File: src/rtl/mig_mem_loader.sv
// mig_mem_loader: streams a block of words into the shared SRAM, hands the
// bus to the majority decoder, waits for its pass to finish, then pulses done.
// All outputs are decoded from the state register or come straight from
// registers, so in_valid never reaches the SRAM controls combinationally.
module mig_mem_loader #(
  parameter int DATA_W = 32,
  parameter int ADDR_W = 5
) (
  input  logic              clk,
  input  logic              rst,
  input  logic              start,
  input  logic [ADDR_W-1:0] base_addr,
  input  logic [ADDR_W-1:0] load_count,
  input  logic              in_valid,
  input  logic [DATA_W-1:0] in_data,
  output logic              in_ready,
  output logic [ADDR_W-1:0] address_MIG,
  output logic [DATA_W-1:0] wr_data,
  output logic              drive_bus,
  output logic              CS,
  output logic              WE,
  output logic              OE,
  output logic              enable,
  output logic [ADDR_W-1:0] address_start,
  input  logic              exec_done,
  output logic              busy,
  output logic              done
);

  localparam logic [2:0] S_IDLE    = 3'd0;
  localparam logic [2:0] S_WAIT    = 3'd1;
  localparam logic [2:0] S_WRITE   = 3'd2;
  localparam logic [2:0] S_RELEASE = 3'd3;
  localparam logic [2:0] S_RUN     = 3'd4;
  localparam logic [2:0] S_DONE    = 3'd5;

  logic [2:0]        state_p0;
  logic [ADDR_W-1:0] addr_p0;
  logic [ADDR_W-1:0] base_p0;
  logic [ADDR_W-1:0] cnt_p0;
  logic [DATA_W-1:0] data_p0;

  // Address step; natural overflow gives the 31 -> 0 wrap of the SRAM.
  function automatic logic [ADDR_W-1:0] addr_inc(input logic [ADDR_W-1:0] a);
    return a + ADDR_W'(1);
  endfunction

  // Job sequencing: load words one handshake at a time, turn the bus around,
  // then let the decoder run until it reports a finished pass.
  always_ff @(posedge clk or posedge rst) begin
    if (rst) begin
      state_p0 <= S_IDLE;
    end else begin
      case (state_p0)
        S_IDLE:    if (start) state_p0 <= S_WAIT;
        S_WAIT:    if (in_valid) state_p0 <= S_WRITE;
        S_WRITE:   state_p0 <= (cnt_p0 == '0) ? S_RELEASE : S_WAIT;
        S_RELEASE: state_p0 <= S_RUN;
        S_RUN:     if (exec_done) state_p0 <= S_DONE;
        S_DONE:    state_p0 <= S_IDLE;
        default:   state_p0 <= S_IDLE;
      endcase
    end
  end

  // Job parameters, running address/count and the word being written.
  // The last write leaves the address on the final word rather than stepping.
  always_ff @(posedge clk or posedge rst) begin
    if (rst) begin
      addr_p0 <= '0;
      base_p0 <= '0;
      cnt_p0  <= '0;
      data_p0 <= '0;
    end else begin
      case (state_p0)
        S_IDLE: begin
          if (start) begin
            base_p0 <= base_addr;
            addr_p0 <= base_addr;
            cnt_p0  <= load_count;
          end
        end
        S_WAIT: begin
          if (in_valid) data_p0 <= in_data;
        end
        S_WRITE: begin
          if (cnt_p0 != '0) begin
            cnt_p0  <= cnt_p0 - ADDR_W'(1);
            addr_p0 <= addr_inc(addr_p0);
          end
        end
        default: ;
      endcase
    end
  end

  assign in_ready      = (state_p0 == S_WAIT);
  assign CS            = (state_p0 == S_WRITE);
  assign WE            = (state_p0 == S_WRITE);
  assign drive_bus     = (state_p0 == S_WRITE);
  assign OE            = 1'b0;
  assign enable        = (state_p0 == S_RUN);
  assign done          = (state_p0 == S_DONE);
  assign busy          = (state_p0 != S_IDLE);
  assign address_MIG   = addr_p0;
  assign address_start = base_p0;
  assign wr_data       = data_p0;

endmodule

File: config.mk
export PLATFORM = sky130hd
export DESIGN_NAME = mig_mem_loader
export DESIGN_NICKNAME = d
export VERILOG_FILES = /design/src/rtl/mig_mem_loader.sv
export SDC_FILE = /design/constraint.sdc
export NUM_CORES = 1
export LEC_CHECK = 0
export ABC_AREA = 0
export CORE_MARGIN = 1
export CORE_UTILIZATION = 35
export DETAILED_ROUTE_END_ITERATION = 12
export GPL_TIMING_DRIVEN = 0
export PLACE_DENSITY = 0.67
export SETUP_SLACK_MARGIN = 0.05
export SLEW_MARGIN = 20
export SYNTH_ARGS = -nofsm -noshare
export SYNTH_HDL_FRONTEND = slang
export SYNTH_SLANG_ARGS = --single-unit
File: constraint.sdc
create_clock -name clk -period 1.7 [get_ports clk]
set_clock_uncertainty 0.05 [all_clocks]
set_input_delay 0.34 -clock clk [delete_from_list [all_inputs] [get_ports clk]]
set_output_delay 0.34 -clock clk [all_outputs]
set_load 0.01 [all_outputs]
==> impl_metrics.toml <==
[logic_synthesis]
synth_area_leader_cell = "dfrtp_1"
synth_nets = 236
async_reset_ff_share_pct = 100
synthesis.area_um2 = 2190
synth_edf_count = 0
syn_inst = 187
synth-seq-area-share_pct = 57.0
ys_top_cells_by_area = "dfrtp_1 (57%), mux2_2 (15%), nand2_1 (4.3%)"
syn_avg_cell_area_um2 = 11.7
post-synth-top-area-fraction_pct = 57.0
synth_cell_type_count = 40
ys.flop_type = "dfrtp_1"
ys_seq_elements = 50
synth_warnings = 0

[cts]
cts_tree = "yes"
clock_latency_ns = 0.30
cts_max_path_buffers = 2
clk_pin_slew_worst_paths_ns = 0.09
cts_root_buffer = "clkbuf_8"
cts_hold_buf = 0
h-tree-depth = 2
cts_buffers = 5
cts.sinks = 50

[route]
drtIter0Drc = 43
vias = 1955
wl_per_cell_um = 15.5
postRouteAntennaNets = 0
routed_wl_um = 6140
drc = 0
drtPass1Iterations = 4
avgViaCountPerCell = 4.95

[timing]
setup_slack_ns = -0.324
rsz0062_at_grt = "yes"
maxSlewViolCount = 0
relSlewSlack_pct = 52.2
min_period_over_period_pct = 119
finalCriticalPeriod_ns = 2.02
max_freq_ghz = 0.494
hold_viol = 0
finalSetupViolCount = 22
worstMarginPinSlew_ns = 0.715

[setup_path]
start_kind = "register"
critPathSlowestCell = "or3b_4"
crit_top_cell = "buf_6"
crit_required_ns = 1.31
r2r_setup_slack_ns = -0.30
crit_path_max_incr_delay_ns = 0.43
crit_chain = "buf_6, or3b_4, clkbuf_16, clkinv_8, buf_6, buf_6"
crit_type = "reg2out"
crit_arrival_ns = 1.63
path_delay_family = "buffers and inverters"
cp_num_buf_inv = 5
worst_setup_path_end_kind = "primary output"
crit_fanout = 6

[power]
cell_internal_pwr_mw = 4.81
power_frac_clock_pct = 11.1
power_density_nw_per_um2 = 1880
switchingPower_mw = 2.55
power_frac_comb_pct = 59.2
p_leak_nw = 1.71
power.total_mw = 7.36
netSwitchingFraction_pct = 34.7
p_seq_share_pct = 29.7
vdd_drop_max_v = 0.000854

[cells_and_area]
final_common_cell = "clkdlybuf4s50_1"
final_cell_mix = "clkdlybuf4s50_1 (85), dfrtp_1 (48), mux2_2 (30)"
finalNetCount = 368
postLayoutCoreUtil_pct = 65.5
drive_gt1_share_pct = 37.8
areaGrowthSynthToFinish_pct = 78.8
antenna_cells = 0

[global_route]
antenna_found_initial = 0
grt_pass1_wl_um = 9070
grt_max_degree = 29
track_usage_pct = 18.4
grt_pass1_vias = 1812
grt_overflow = 0

[floorplan]
design.core.area_um2 = 5990
ioPinCount = 97
fp.dieW_um = 81.2
num_rows = 28
start_util_pct = 36.6
dieArea_um2 = 6590
die_h_um = 81.2

[run]
maxCapViolCount = 0

[min_path]
hp-class = "in2async"

[outcome]
status = "finished with violations"
violations = "negative setup slack"

[place]
gp_congestion = 0.737
io_buffers = 95
hpwlAfterDp_um = 3930
[registers in the layout, indices dropped and copies added, names as in the netlist]
name / flops
cnt_p0: 5
address_MIG: 5
wr_data: 32
state_p0: 3
address_start: 5
[worst paths after layout]
kind                                  startpoint               end  depth (start not counted)
max in group asynchronous                    rst    address_MIG[2]                          3
worst min register to register  address_start[4]  address_start[4]                          2
worst max-delay path                 state_p0[0]         drive_bus                          6
worst max register to register       state_p0[0]         cnt_p0[3]                          5
worst min-delay path                         rst       wr_data[14]                          2
min in group clk                address_start[4]  address_start[4]                          2
[power by group through the flow]
| stage | Combinational (mW) | Sequential, mW | Clock [mW] |
|---|---|---|---|
| final | 4.36 | 2.19 | 0.815 |
| after global routing | 4.68 | 2.26 | 0.881 |
| after CTS | 3.93 | 2.18 | 0.839 |
| after detailed placement | 3.24 | 2.22 | 0 |
| after global placement | 3.20 | 2.17 | 0 |
| after floorplan | 1.43 | 2.41 | 0 |
[stage by stage]
| step | area, µm² | cells | TNS (ns) | worst slack (ns) | hold WS, ns |
|---|---|---|---|---|---|
| 3_5_place_dp | 3290 | 358 | -13.61 | -0.521 | 0.412 |
| 5_1_grt | 3920 | 395 | -7.45 | -0.375 | 0.410 |
| 4_1_cts | 3730 | 385 | -3.66 | -0.323 | 0.348 |
| 3_3_place_gp | 3270 | 357 | -58.54 | -0.910 | 0.410 |
| 2_1_floorplan | 2220 | 187 | -2.79 | -0.171 | 0.395 |
| 6_report | 3920 | 395 | -4.05 | -0.324 | 0.337 |
[synthesized netlist by cell type (all sizes together) (2+ instances only)]
library cell  instances
or4                   2
a221o                 2
nand3                 5
ha                    2
nor3                  6
and2                  2
o22ai                 2
a21oi                 3
dfrtp                50
nor2                 10
nand2                25
mux2                 32
a211oi                2
o21ai                 6
clkbuf                4
inv                   5
nor3b                 2
buf                   8
[cell families after synthesis]
family / after synthesis / synth area share (%)
compound gates: 25 / 7.93
fa+ha+maj: 2 / 1.14
buf+inv: 17 / 3.99
flops: 50 / 57.0
mux: 32 / 16.4
other cells: 1 / 0.171
simple gates: 60 / 13.3
[layer usage]
metal  routed length (µm)  share of wire (%)  vias up  global-route usage [%]
met3                  484                7.9        5                    5.51
li1                     -                  -      928                       -
met1                 2730                 44      943                    23.9
met2                 2870                 47       79                    29.7
met4                   51               0.83        0                    4.82
met5                    0                  0        -                       0
[layout make-up]
cell class / count / area [µm²]
buffer: 10 / 125
inverter: 5 / 31.3
tap: 75 / 93.8
fill: 446 / 2070
sequential: 50 / 1250
multi-input combinational: 120 / 1060
timing repair buffer: 127 / 1250
clock inverter: 1 / 30.0
clock buffer: 7 / 76.3
[what timing repair did]
item                       4_1_cts  5_1_grt
gates cloned                     2        0
setup endpoints to repair       57       54
gates resized for setup         73       27
pin swaps                       10       12
setup buffers                   19       10
Power figures use the tool's default switching activity.
